$ cat src/rtl/ps2_pkg.sv
// Shared types and constants for the PS/2 keyboard receiver.
package ps2_pkg;

    typedef enum logic [1:0] {
        ST_IDLE,
        ST_DATA,
        ST_PARITY,
        ST_STOP
    } ps2_state_t;

    localparam logic [7:0] PS2_BREAK = 8'hF0;
    localparam logic [7:0] PS2_EXT   = 8'hE0;

endpackage

$ cat src/rtl/ps2_filter.sv
// Brings the raw PS/2 lines into the clk domain, debounces the PS/2 clock
// and produces a one-cycle pulse on each clean falling edge.
module ps2_filter #(
    parameter int FILTER_LEN = 8
) (
    input  logic clk,
    input  logic reset,
    input  logic ps2_clk,
    input  logic ps2_data,
    output logic fall,
    output logic data_sync
);

    localparam int CW = $clog2(FILTER_LEN + 1);

    logic [1:0]    clk_sync;
    logic [1:0]    dat_sync;
    logic          clk_filt;
    logic [CW-1:0] stab_cnt;

    // Two-flop synchronisers; both lines idle high on the bus.
    always_ff @(posedge clk) begin
        if (reset) begin
            clk_sync <= 2'b11;
            dat_sync <= 2'b11;
        end else begin
            clk_sync <= {clk_sync[0], ps2_clk};
            dat_sync <= {dat_sync[0], ps2_data};
        end
    end

    // Stability filter: the filtered clock follows the synchronised clock only
    // after FILTER_LEN consecutive samples disagree with it; fall marks 1->0.
    always_ff @(posedge clk) begin
        if (reset) begin
            clk_filt <= 1'b1;
            stab_cnt <= '0;
            fall     <= 1'b0;
        end else begin
            fall <= 1'b0;
            if (clk_sync[1] == clk_filt) begin
                stab_cnt <= '0;
            end else if (stab_cnt == CW'(FILTER_LEN - 1)) begin
                clk_filt <= clk_sync[1];
                stab_cnt <= '0;
                fall     <= clk_filt;
            end else begin
                stab_cnt <= stab_cnt + 1'b1;
            end
        end
    end

    assign data_sync = dat_sync[1];

endmodule

$ cat src/rtl/ps2_receiver.sv
// PS/2 keyboard receiver: frames bytes off the filtered bus, checks parity,
// stop bit and inter-edge timeout, and folds E0/F0 prefixes into flags.
module ps2_receiver
    import ps2_pkg::*;
#(
    parameter int FILTER_LEN = 8,
    parameter int TIMEOUT    = 80000
) (
    input  logic       clk,
    input  logic       reset,
    input  logic       ps2_clk,
    input  logic       ps2_data,
    output logic [7:0] data_out,
    output logic       data_valid,
    output logic       is_break,
    output logic       is_ext,
    output logic       parity_err,
    output logic       frame_err
);

    localparam int TW = $clog2(TIMEOUT);

    logic fall;
    logic data_s;

    ps2_state_t state, state_n;
    logic [3:0]    bit_cnt, bit_cnt_n;
    logic [7:0]    shift, shift_n;
    logic          par_bit, par_bit_n;
    logic [TW-1:0] to_cnt, to_cnt_n;
    logic          pend_break, pend_break_n;
    logic          pend_ext, pend_ext_n;
    logic [7:0]    data_out_n;
    logic          is_break_n, is_ext_n;
    logic          data_valid_n, parity_err_n, frame_err_n;

    ps2_filter #(
        .FILTER_LEN(FILTER_LEN)
    ) u_filter (
        .clk      (clk),
        .reset    (reset),
        .ps2_clk  (ps2_clk),
        .ps2_data (ps2_data),
        .fall     (fall),
        .data_sync(data_s)
    );

    // State and datapath registers; a reset drops any partial frame silently.
    always_ff @(posedge clk) begin
        if (reset) begin
            state      <= ST_IDLE;
            bit_cnt    <= '0;
            shift      <= '0;
            par_bit    <= 1'b0;
            to_cnt     <= '0;
            pend_break <= 1'b0;
            pend_ext   <= 1'b0;
            data_out   <= 8'h00;
            is_break   <= 1'b0;
            is_ext     <= 1'b0;
            data_valid <= 1'b0;
            parity_err <= 1'b0;
            frame_err  <= 1'b0;
        end else begin
            state      <= state_n;
            bit_cnt    <= bit_cnt_n;
            shift      <= shift_n;
            par_bit    <= par_bit_n;
            to_cnt     <= to_cnt_n;
            pend_break <= pend_break_n;
            pend_ext   <= pend_ext_n;
            data_out   <= data_out_n;
            is_break   <= is_break_n;
            is_ext     <= is_ext_n;
            data_valid <= data_valid_n;
            parity_err <= parity_err_n;
            frame_err  <= frame_err_n;
        end
    end

    // Frame sequencing, error classification, prefix handling and stall watchdog.
    always_comb begin
        state_n      = state;
        bit_cnt_n    = bit_cnt;
        shift_n      = shift;
        par_bit_n    = par_bit;
        to_cnt_n     = to_cnt;
        pend_break_n = pend_break;
        pend_ext_n   = pend_ext;
        data_out_n   = data_out;
        is_break_n   = is_break;
        is_ext_n     = is_ext;
        data_valid_n = 1'b0;
        parity_err_n = 1'b0;
        frame_err_n  = 1'b0;

        case (state)
            ST_IDLE: begin
                to_cnt_n = '0;
                if (fall && !data_s) begin
                    state_n   = ST_DATA;
                    bit_cnt_n = '0;
                end
            end
            ST_DATA: begin
                if (fall) begin
                    shift_n   = {data_s, shift[7:1]};
                    bit_cnt_n = bit_cnt + 4'd1;
                    if (bit_cnt == 4'd7) begin
                        state_n = ST_PARITY;
                    end
                end
            end
            ST_PARITY: begin
                if (fall) begin
                    par_bit_n = data_s;
                    state_n   = ST_STOP;
                end
            end
            ST_STOP: begin
                if (fall) begin
                    state_n = ST_IDLE;
                    if (!data_s) begin
                        frame_err_n  = 1'b1;
                        pend_break_n = 1'b0;
                        pend_ext_n   = 1'b0;
                    end else if (!(^shift ^ par_bit)) begin
                        parity_err_n = 1'b1;
                        pend_break_n = 1'b0;
                        pend_ext_n   = 1'b0;
                    end else if (shift == PS2_BREAK) begin
                        pend_break_n = 1'b1;
                    end else if (shift == PS2_EXT) begin
                        pend_ext_n = 1'b1;
                    end else begin
                        data_out_n   = shift;
                        is_break_n   = pend_break;
                        is_ext_n     = pend_ext;
                        data_valid_n = 1'b1;
                        pend_break_n = 1'b0;
                        pend_ext_n   = 1'b0;
                    end
                end
            end
            default: begin
                state_n = ST_IDLE;
            end
        endcase

        if (state != ST_IDLE) begin
            if (fall) begin
                to_cnt_n = '0;
            end else if (to_cnt == TW'(TIMEOUT - 1)) begin
                state_n      = ST_IDLE;
                to_cnt_n     = '0;
                frame_err_n  = 1'b1;
                pend_break_n = 1'b0;
                pend_ext_n   = 1'b0;
            end else begin
                to_cnt_n = to_cnt + 1'b1;
            end
        end
    end

endmodule

$ cat config.mk
export PLATFORM = sky130hd
export DESIGN_NAME = ps2_receiver
export DESIGN_NICKNAME = d
export VERILOG_FILES = /design/src/rtl/ps2_pkg.sv /design/src/rtl/ps2_filter.sv /design/src/rtl/ps2_receiver.sv
export SDC_FILE = /design/constraint.sdc
export NUM_CORES = 1
export LEC_CHECK = 0
export CORE_MARGIN = 2
export CORE_UTILIZATION = 62
export DETAILED_ROUTE_END_ITERATION = 8
export GPL_ROUTABILITY_DRIVEN = 0
export PLACE_DENSITY = 0.83
export SETUP_SLACK_MARGIN = 0.5
export SLEW_MARGIN = 25
export SYNTH_ARGS = -nofsm -noshare
export SYNTH_HDL_FRONTEND = slang
export SYNTH_SLANG_ARGS = --single-unit
export TNS_END_PERCENT = 100
$ cat constraint.sdc
create_clock -name clk -period 3.8 [get_ports clk]
set_input_delay 0.57 -clock clk [delete_from_list [all_inputs] [get_ports clk]]
set_output_delay 0.57 -clock clk [all_outputs]
set_load 0.005 [all_outputs]
* Yosys cells after proc, flatten, opt, wreduce, memory -nomap -nowiden
Cells that the tools add are included.
Word-level totals: word-level logic and storage cells 99, register bits 57
Cells by class: add/sub/neg operators 3, equal/unequal tests 11, bitwise operators 9, reduce and logical (&&, ||, !) cells 16, mux-type cells 42
Operators with widths (number):
- 17-bit 2-to-1 mux | 4
- 1-bit 2-to-1 mux | 26
- 17-bit by 1-bit adder with 17-bit output, second input constant | 1
- 17-bit equality test, second input constant | 1
- 8-bit equality test, second input constant | 2
- 2-bit 2-to-1 mux | 8
- 4-bit by 1-bit adder with 4-bit output, second input constant | 2
- 4-bit by 3-bit equality test with 1-bit output, second input constant | 2
- 4-bit 2-to-1 mux | 2
- 1-bit NOT | 8
- 2-bit one-hot mux with 4 select lines | 1
- 4-bit one-hot mux with 2 select lines | 1
- 8-bit XOR reduction | 1
- 2-bit AND reduction | 3
- 6-bit AND reduction | 1
- 2-bit nonzero test | 3
- 3-bit OR reduction | 2
- 6-bit OR reduction | 1
- 2-bit equality test, second input constant | 2
- 4-bit OR reduction | 1
- 3-bit AND reduction | 1
- 2-bit by 1-bit equality test with 1-bit output, second input constant | 1
- 2-bit zero test | 1
- 2-bit by 1-bit != test with 1-bit output, second input constant | 1
- other kinds (5) | 5

* Depth between registers and ports, before layout
Gate-level depths: netlist of run 1.
depth in word-level cells 10, depth in mapped cells 7, gate-level depth less buffers 6

* Hierarchy
Synthesis of run 1 repeated with hierarchy kept, for this count alone.
Second synthesis, totals: cells, all modules 273, area total of the unflattened synthesis 2436.1 um2
By module, submodules not included:
- ps2_receiver | times used 1, cells each 244, seq. area each 940.9 um2, area an instance 2102.0 um2
- ps2_filter | times used 1, cells each 29, seq. area each 200.2 um2, area an instance 334.1 um2

* Worst setup path before layout of run 1
No wires, ideal clock.
path kind flip-flop to flip-flop, start register shift[1], end register data_out[1], cell stages (with the launch flop) 8, arrival 1774 ps, clock period less this slack 1890 ps, path slack 1910 ps, library setup time 116 ps, cells stage by stage dfxtp_1 inv_1 ha_1 xnor3_1 xnor2_2 and3_1 buf_4 a31o_2
On the way: longest elaborated chain between the ends 3, elaborated cells on any way between the ends 7
Ends and longest elaborated chain:
- start, declared | RTL line ps2_receiver.sv:28 | logic [7:0] shift, shift_n;
- start signal, assigned | RTL line ps2_receiver.sv:67 | shift <= shift_n;
- 8-bit XOR reduction (tied with other cells) | RTL line ps2_receiver.sv:127 | end else if (!(^shift ^ par_bit)) begin
- 1-bit XOR or 1-bit NOT (tied branches)
- 6-bit AND reduction (no source line)
- end signal, assigned | RTL line ps2_receiver.sv:72 | data_out <= data_out_n;
- end, declared | RTL line ps2_receiver.sv:13 | output logic [7:0] data_out,
Several ways; a longest one is shown, not always the timed one. A chain may end at the register's enable or synchronous reset.

* Worst setup path after layout of run 1
start register shift[0], end register data_out[2]
On the way: longest elaborated chain between the ends 3, elaborated cells on any way between the ends 7
Ends and longest elaborated chain (RTL line):
- 8-bit XOR reduction (tied with other cells) | ps2_receiver.sv:127
- 1-bit XOR or 1-bit NOT (tied branches)
- 6-bit AND reduction (no source line) (*)
Mark *: on every way between the ends. The rest lies on a longest branch, timed or not.

==> summary.txt, run 1 <==
GRT
  • Number of global-route vias before repair: 1,779
  • Largest net degree at the start of global routing: 20
  • Gr ovfl total: 0
  • Global-route wire length before repair: 8020 um
  • GRT Total Usage: 23.7%
  • Initial antenna violation count: 0

Critical path
  • CP arrival: 2700 ps
  • Critical path's top delay family: XOR/XNOR gates
  • Worst path required time: 4080 ps
  • Critical path peak fanout: 15
  • Worst setup EP type: register
  • Startpoint Class: register
  • Critical path class: reg2reg
  • CP bufs+invs: 1
  • Critical Path, Cell by Cell: inv_1 > ha_1 > xnor3_1 > xnor2_2 > and3_1 > a31o_2
  • Slowest stage delay, CP: 530 ps
  • Slowest cell on crit path: xnor2_2

Timing
  • Setup repair after global routing missed its margin: false
  • Endpoints failing setup: 0
  • Setup Skew: 8.70 ps
  • Fmax: 413 MHz
  • Tmin final: 2420 ps
  • Worst Tran Pin Value: 764 ps
  • Slew margin rel.: 48.9%
  • Final Max Slew Viols: 0
  • Setup TNS: 0 ps
  • Tcrit/Tclk final: 63.7%
  • Setup ws final: 1380 ps
  • Final hold violation count: 0

Placement
  • Post-DP HPWL: 3300 um
  • Port Buf Inserts: 16
  • Post-place setup slack: 1450 ps

Routing
  • Drt via density: 5.69
  • DR pass1 iterations: 4
  • DRC viols: 0
  • Post-DRT Antenna Nets: 0
  • 1st-iter DRT viols: 175
  • WL final: 4820 um
  • Vias post-DR: 2,058
  • Wirelength per Cell: 13.3 um

Clocking
  • Hold-fix buffers at CTS: 0
  • Clk sinks: 57
  • Clk slew on worst S/H paths: 70 ps
  • Num CTS Buffers: 9
  • TritonCTS clock tree: done
  • Clock root cell: clkbuf_8
  • H-tree depth: 3
  • Maximum clock path buffer count: 2
  • Post-CTS Resized: 0
  • Setup repair bufs after CTS: 0
  • Worst-Skew Late Latency: 340 ps

Finish
  • Final Util: 72.5%
  • Layout area overhead: 13.0%
  • Final-layout fill cell count: 302
  • Final nets: 319
  • Commonest non-fill, non-tap cell in the layout: dfxtp_1
  • Diodes inserted: 0
  • Share of cells above drive strength 1: 11.9%
  • Most frequent cells in the layout: dfxtp_1 (57), nor2_1 (30), nand2_1 (28)

Floorplanning
  • Core area: 4000 um2
  • Die Y: 68.3 um
  • # IOs: 17
  • Row count: 23
  • Die X: 68.3 um
  • Die Footprint: 4670 um2
  • Initial Util: 64.2%

Logic synthesis
  • Cells after synthesis: 291
  • Yosys reg bits: 57
  • Cell variety after synth: 45
  • Post-Syn Nets: 303
  • Synth Flop Type: dfxtp_1
  • Register area share after synthesis: 44.5%
  • Mapped cell area: 2570 um2
  • Number of flops mapped to enable cells by yosys: 0
  • Synth warn: 0
  • Async S/R FF share, synth: 0%
  • Mapped Avg Cell Area: 8.82 um2

Outcome
  • Status: finished, final reports clean

Power and ir drop
  • P_sw: 245 uW
  • Comb power frac: 1.5%
  • Reg power frac: 55.6%
  • Internal: 837 uW
  • Switching share of power: 22.7%
  • Clock share of power: 42.9%
  • Peak supply drop: 0.255 mV
  • Pwr dens: 373 nW/um2
  • Tot Pwr: 1.08 mW
  • Leakage: 1.01 nW

Min path
  • HP Class: reg2reg

Job
  • MaxCap Viol Count: 0
[worst register-to-register path: stages, from the launching register on]
cell	delay, ps
dfxtp_1	360
inv_1	60
ha_1	300
xnor3_1	390
xnor2_2	530
and3_1	510
a31o_2	210
[per-layer routing]
layer,track usage (%),up-vias,part of all wire [%]
met4,13.0,0,2.3
met2,38.3,47,47
met5,0,-,0
met1,28.6,946,47
met3,6.25,11,3.6
li1,-,1054,-
[flip-flops by register name, indices dropped and copies added, names as in the netlist, 2 cells and up]
name / cells
to_cnt: 17
data_out: 8
shift: 8
bit_cnt: 4
u_filter.stab_cnt: 4
state: 2
u_filter.clk_sync: 2
u_filter.dat_sync: 2
[path summary, 6_finish.rpt]
| path | to | slack, ps | from | cells after the start |
|---|---|---|---|---|
| setup / recovery | data_out[2] | 1380 | shift[0] | 6 |
| hold / removal | u_filter.clk_sync[1] | 400 | u_filter.clk_sync[0] | 1 |
| hold reg to reg | u_filter.clk_sync[1] | 400 | u_filter.clk_sync[0] | 1 |
| setup reg to reg | data_out[2] | 1380 | shift[0] | 6 |
[synthesized netlist by cell type (all sizes together) (2+ instances only)]
library cell	count	area (um2)
a21oi	18	90.1
a311oi	10	87.6
a31o	10	87.6
a31oi	2	12.5
a41oi	2	17.5
and2	4	25.0
and3	6	37.5
buf	6	41.3
clkbuf	7	26.3
dfxtp	57	1140
ha	8	100
inv	22	82.6
nand2	28	105
nand2b	5	31.3
nand3	10	50.1
nand4	6	37.5
nor2	30	113
nor3	4	20.0
nor4	3	18.8
o21ai	7	46.3
o31ai	4	35.0
or2	5	31.3
or3	5	31.3
or4	3	26.3
xnor2	6	60.1
xor2	10	87.6
[power by group through the flow]
stage / logic, mW / clock network, mW / registers (mW)
final: 0.0167 / 0.464 / 0.602
after global routing: 0.0183 / 0.502 / 0.601
after CTS: 0.0167 / 0.474 / 0.602
after detailed placement: 0.0166 / 0 / 0.615
after global placement: 0.0161 / 0 / 0.615
after floorplan: 0.0102 / 0 / 0.614
[area by class of cell]
cell class	count	area [um2]	share of cell area (%)
inverters	22	82.6	2.85
well taps	50	62.6	2.16
flip-flops and latches	57	1140	39.4
multi-input cells	199	1270	44.0
clock inverters	6	35.0	1.21
repair buffers	18	175	6.04
clock buffers	10	128	4.40
[kinds of logic after synthesis]
kind of cell    synth area share, %
simple gates                   22.8
compound gates                 16.0
flops                          44.5
buf+inv                        5.85
xor+xnor                       6.63
fa+ha+maj                      3.90
mux                           0.390
[metrics by stage]
| stage | std cells | area, um2 | hold WS, ps |
|---|---|---|---|
| final | 362 | 2900 | 403 |
| after global routing | 362 | 2900 | 409 |
| after CTS | 362 | 2900 | 410 |
| after detailed placement | 346 | 2740 | 393 |
| after global placement | 346 | 2740 | 391 |
| after floorplan | 291 | 2570 | 389 |
(Power assumes the default switching activity.)
==> run 2: changes to the inputs <==
Settings changed: CORE_UTILIZATION 62 to 58, PLACE_DENSITY 0.83 to 0.78.
Clock period 3.8 ns to 2.26 ns, I/O delays scaled along.
==> run 2 against run 1 <==
Net effect:
- critical path depth stayed put
- highest routed layer unchanged
- via count is 3.6% higher
- hold slack better by 6.3 ps
- largest cell class unchanged
- maximum frequency is 33% higher
- design area is 5.9% higher
==> summary.txt, run 2 (synthesized netlist as in run 1, its figures left out) <==
Floorplanning
  • # IOs: 17
  • Row count: 24
  • Core area: 4290 um2
  • Die Y: 70.5 um
  • Die Footprint: 4970 um2
  • Die X: 70.5 um
  • Initial Util: 59.8%

Timing
  • Tmin final: 1820 ps
  • Setup repair after global routing missed its margin: true
  • Setup Skew: 14.1 ps
  • Final hold violation count: 0
  • Setup TNS: 0 ps
  • Tcrit/Tclk final: 80.4%
  • Worst Tran Pin Value: 632 ps
  • Endpoints failing setup: 0
  • Fmax: 550 MHz
  • Final Max Slew Viols: 0
  • Slew margin rel.: 57.7%

Routing
  • Wirelength per Cell: 13.8 um
  • Vias post-DR: 2,132
  • Met1 wire length: 2330 um
  • DR pass1 iterations: 4
  • Max layer used: met4
  • DRC viols: 0
  • Met2 WL: 2480 um
  • Post-DRT Antenna Nets: 0
  • 1st-iter DRT viols: 109
  • WL final: 5140 um
  • Met3 WL post-DR: 179 um
  • Drt via density: 5.73

Finish
  • Top flop regs: to_cnt x17, data_out x8, shift x8
  • Share of cells above drive strength 1: 19.4%
  • Final nets: 327
  • Diodes inserted: 0
  • Commonest non-fill, non-tap cell in the layout: dfxtp_1
  • Layout area overhead: 19.6%
  • Final-layout fill cell count: 338
  • Most frequent cells in the layout: dfxtp_1 (50), nor2_1 (30), nand2_1 (28)
  • Top reg by flops: to_cnt
  • Largest register FFs: 17

GRT
  • GRT Total Usage: 22.2%
  • Global-route wire length before repair: 8650 um
  • Number of global-route vias before repair: 1,996
  • Gr ovfl total: 0
  • Largest net degree at the start of global routing: 17
  • Initial antenna violation count: 0

Clocking
  • Clk slew on worst S/H paths: 70 ps
  • Clock root cell: clkbuf_8
  • Worst-Skew Late Latency: 350 ps
  • Maximum clock path buffer count: 2
  • H-tree depth: 3
  • Clk sinks: 57
  • Hold-fix buffers at CTS: 0
  • TritonCTS clock tree: done
  • Num CTS Buffers: 9

Critical path
  • Critical Path, Cell by Cell: ha_4 > xnor3_1 > xnor2_2 > buf_6 > a311oi_2 > a31o_2
  • CP arrival: 2050 ps
  • Slowest cell on crit path: xnor3_1
  • Startpoint Class: register
  • R2R setup slack: 440 ps
  • Critical R2R Launch: shift[6]
  • Worst setup endpoint: data_out[2]
  • Critical path peak fanout: 7
  • Slowest stage delay, CP: 380 ps
  • Worst path required time: 2500 ps
  • Worst r2r dst: data_out[2]
  • Worst setup path startpoint: shift[6]
  • Worst setup EP type: register
  • Reg2reg path depth: 6
  • Critical path class: reg2reg

Power and ir drop
  • Leakage: 1.07 nW
  • Tot Pwr: 1.87 mW
  • Peak supply drop: 0.532 mV
  • Pwr dens: 609 nW/um2

Outcome
  • Status: finished, final reports clean

Job
  • MaxCap Viol Count: 0

Placement
  • Port Buf Inserts: 16
  • Post-DP HPWL: 3240 um

Min path
  • HP Class: reg2reg
run 2: cell count changes in the layout (fill, tap and decap cells not counted), sizes merged:
cell    delta
buf        +8
clkbuf     -1
clkinv     +1
run 2: stage by stage:
stage	setup WS [ps]	hold WS [ps]	instances	util (%)	instance area [um2]
finish	443	409	372	71.5	3070
floorplan	494	389	291	-	2580
detailed placement	376	396	351	64.7	2780
global placement	407	392	351	64.7	2780
CTS	476	413	372	70.7	3040
global route	364	432	372	71.5	3070
run 2: power by group:
group | leakage (nW) | switching, mW | internal (mW)
registers | 0.464 | 0.00274 | 1.01
clock network | 0.0850 | 0.436 | 0.394
logic | 0.517 | 0.0182 | 0.0116
total | 1.07 | 0.457 | 1.41
run 2: final cells by class:
type	count	area, um2	area share, %
Multi-Input combinational cell	199	1340	43.8
Sequential cell	57	1150	37.6
Timing Repair Buffer	26	251	8.19
Clock buffer	9	124	4.04
Inverter	22	82.6	2.69
Tap cell	52	65.1	2.12
Clock inverter	7	47.5	1.55
run 2: metal layers:
| metal | vias to the layer above | track usage (%) |
|---|---|---|
| met5 | - | 0 |
| met4 | 0 | 13.0 |
| met3 | 15 | 4.91 |
| met2 | 41 | 34.4 |
| met1 | 1011 | 28.5 |
| li1 | 1065 | - |
run 2: worst min path at each step:
stage | from | end | slack [ps] | cells past startpoint
finish | u_filter.dat_sync[0] | u_filter.dat_sync[1] | 410 | 1
global route | u_filter.clk_sync[0] | u_filter.clk_sync[1] | 430 | 1
CTS | u_filter.dat_sync[0] | u_filter.dat_sync[1] | 410 | 1
detailed placement | u_filter.dat_sync[0] | u_filter.dat_sync[1] | 400 | 1
global placement | u_filter.clk_sync[0] | u_filter.clk_sync[1] | 390 | 1
floorplan | u_filter.clk_sync[0] | u_filter.clk_sync[1] | 390 | 1
run 2: what timing repair did:
action                                  in CTS  in global routing
cloned                                       1                  0
endpoints found under the setup margin      29                 32
setup buffers                                4                  0
resized for setup                           13                  6
pin swaps                                    4                  2
run 2: worst max-delay path: cells and delay by family (launching register included):
family | cells | cell delay (ps)
AO/OA/AOI/OAI | 2 | 340
XOR/XNOR | 2 | 620
adder cells (fa/ha/maj) | 1 | 240
buffers and inverters | 1 | 180
flip-flops | 1 | 360
==> run 3: changes to the inputs <==
Clock period 2.26 ns to 1.7 ns, I/O delays scaled along.
==> run 3 against run 2 <==
Net effect:
- the flow now finishes with violations (negative setup slack)
- clock power rose by 110%
- global-route usage rose by 4.8 points
- hold slack improved by 4.8 ps
- clock skew fell by 5.5 ps
- sequential share of layout area fell by 6.5 points
- design area rose by 24%
- non-clock buffer count rose by 34
- sequential cell count did not move
- critical path depth did not move
- wire length rose by 52%
==> summary.txt, run 3 (synthesized netlist as in run 1, its figures left out) <==
Routing
  • Met3 WL post-DR: 365 um
  • Post-DRT Antenna Nets: 0
  • Max layer used: met4
  • Vias post-DR: 2,443
  • Drt via density: 6.02
  • Met2 WL: 4030 um
  • 1st-iter DRT viols: 208
  • DRC viols: 0
  • WL final: 7820 um
  • Met1 wire length: 3130 um
  • DR pass1 iterations: 5
  • Wirelength per Cell: 19.3 um

Critical path
  • Slowest cell on crit path: nor4_1
  • CP arrival: 2110 ps
  • Startpoint Class: register
  • Worst setup path startpoint: to_cnt[10]
  • Slowest stage delay, CP: 470 ps
  • Worst setup EP type: register
  • Worst path required time: 1920 ps
  • Critical R2R Launch: to_cnt[10]
  • Critical path class: reg2reg
  • Critical Path, Cell by Cell: nor4_1 > nand2b_1 > o21ai_4 > buf_12 > buf_16 > nor2_4
  • Critical path peak fanout: 8

Power and ir drop
  • Peak supply drop: 1.13 mV
  • Tot Pwr: 3.15 mW
  • Leakage: 1.44 nW
  • Pwr dens: 826 nW/um2

Finish
  • Largest register FFs: 17
  • Commonest non-fill, non-tap cell in the layout: dfxtp_1
  • Final nets: 361
  • Most frequent cells in the layout: dfxtp_1 (35), buf_4 (31), nand2_1 (25)
  • Final Util: 88.8%
  • Diodes inserted: 0
  • Fin area: 3810 um2
  • Layout area overhead: 48.5%
  • Non-filler cells, final: 406
  • Top reg by flops: to_cnt
  • Share of cells above drive strength 1: 43.8%
  • Top flop regs: to_cnt x17, data_out x8, shift x8

Floorplanning
  • Die X: 70.5 um
  • # IOs: 17
  • Die Footprint: 4970 um2
  • Initial Util: 59.8%
  • Core area: 4290 um2
  • Die Y: 70.5 um
  • Row count: 24

Clocking
  • Hold-fix buffers at CTS: 0
  • Worst-Skew Late Latency: 340 ps
  • H-tree depth: 3
  • Clock root cell: clkbuf_8
  • Num CTS Buffers: 9
  • TritonCTS clock tree: done
  • Clk slew on worst S/H paths: 70 ps
  • Maximum clock path buffer count: 2
  • Clk sinks: 57

Outcome
  • Status: complete, but fails checks
  • Failing checks: negative setup slack

Timing
  • Final Max Slew Viols: 0
  • Fmax: 530 MHz
  • Setup Skew: 8.59 ps
  • Final hold violation count: 0
  • Endpoints failing setup: 29
  • Worst Tran Pin Value: 556 ps
  • Tmin final: 1890 ps
  • Slew margin rel.: 62.4%
  • Setup repair after global routing missed its margin: true
  • Setup ws final: -186 ps
  • Tcrit/Tclk final: 111%

Placement
  • # placed instances: 365
  • Placed Area: 2940 um2
  • Post-place setup slack: -120 ps
  • Post-DP HPWL: 3530 um
  • Port Buf Inserts: 16

Job
  • MaxCap Viol Count: 0

GRT
  • Gr ovfl total: 0
  • Initial antenna violation count: 0
  • Largest net degree at the start of global routing: 19
  • GRT Total Usage: 27.0%
  • Global-route wire length before repair: 10,400 um
  • Number of global-route vias before repair: 2,266

Min path
  • HP Class: reg2reg
  • Startpoint of the worst hold path: u_filter.dat_sync[0]
[run 3: report_power, final]
| part | switching (mW) | total (mW) | leakage (nW) | internal, mW |
|---|---|---|---|---|
| combinational | 0.0319 | 0.0522 | 0.827 | 0.0203 |
| sequential | 0.00506 | 1.33 | 0.473 | 1.33 |
| clock | 0.561 | 1.76 | 0.140 | 1.20 |
| total | 0.598 | 3.15 | 1.44 | 2.55 |
[run 3: final cells by class]
class,count,area [um2]
clock inverter,5,125
clock buffer,11,151
tap,52,65.1
multi-input combinational,199,1630
timing repair buffer,60,563
fill,196,483
sequential,57,1190
inverter,22,86.3
[run 3: path summary, 6_finish.rpt]
kind | end | slack (ps) | depth (start not counted)
hold reg to reg | u_filter.dat_sync[1] | 410 | 1
hold / removal | u_filter.dat_sync[1] | 410 | 1
setup reg to reg | to_cnt[3] | -190 | 6
setup / recovery | to_cnt[3] | -190 | 6
[run 3: worst max-delay path: cells and delay by family, from the launching register on]
| family | cells | cell delay [ps] |
|---|---|---|
| simple gates | 3 | 840 |
| flops | 1 | 380 |
| buf+inv | 2 | 280 |
| compound gates | 1 | 270 |
[run 3: through the flow]
stage          TNS [ps]  hold slack (ps)
2_1_floorplan      -579              359
3_3_place_gp      -1030              396
3_5_place_dp      -1190              399
4_1_cts            -218              416
5_1_grt           -4300              420
6_report          -3470              414
[run 3: per-layer routing]
metal	global-route usage, %	vias up
met5	0	-
met4	12.0	0
met3	7.94	31
met2	46.0	81
met1	31.4	1191
li1	-	1140
[run 3: repair_timing]
item | CTS | global route
resized for setup | 61 | 55
cloned | 1 | 0
setup endpoints to repair | 61 | 55
pin swaps | 16 | 11
buffers inserted | 15 | 9
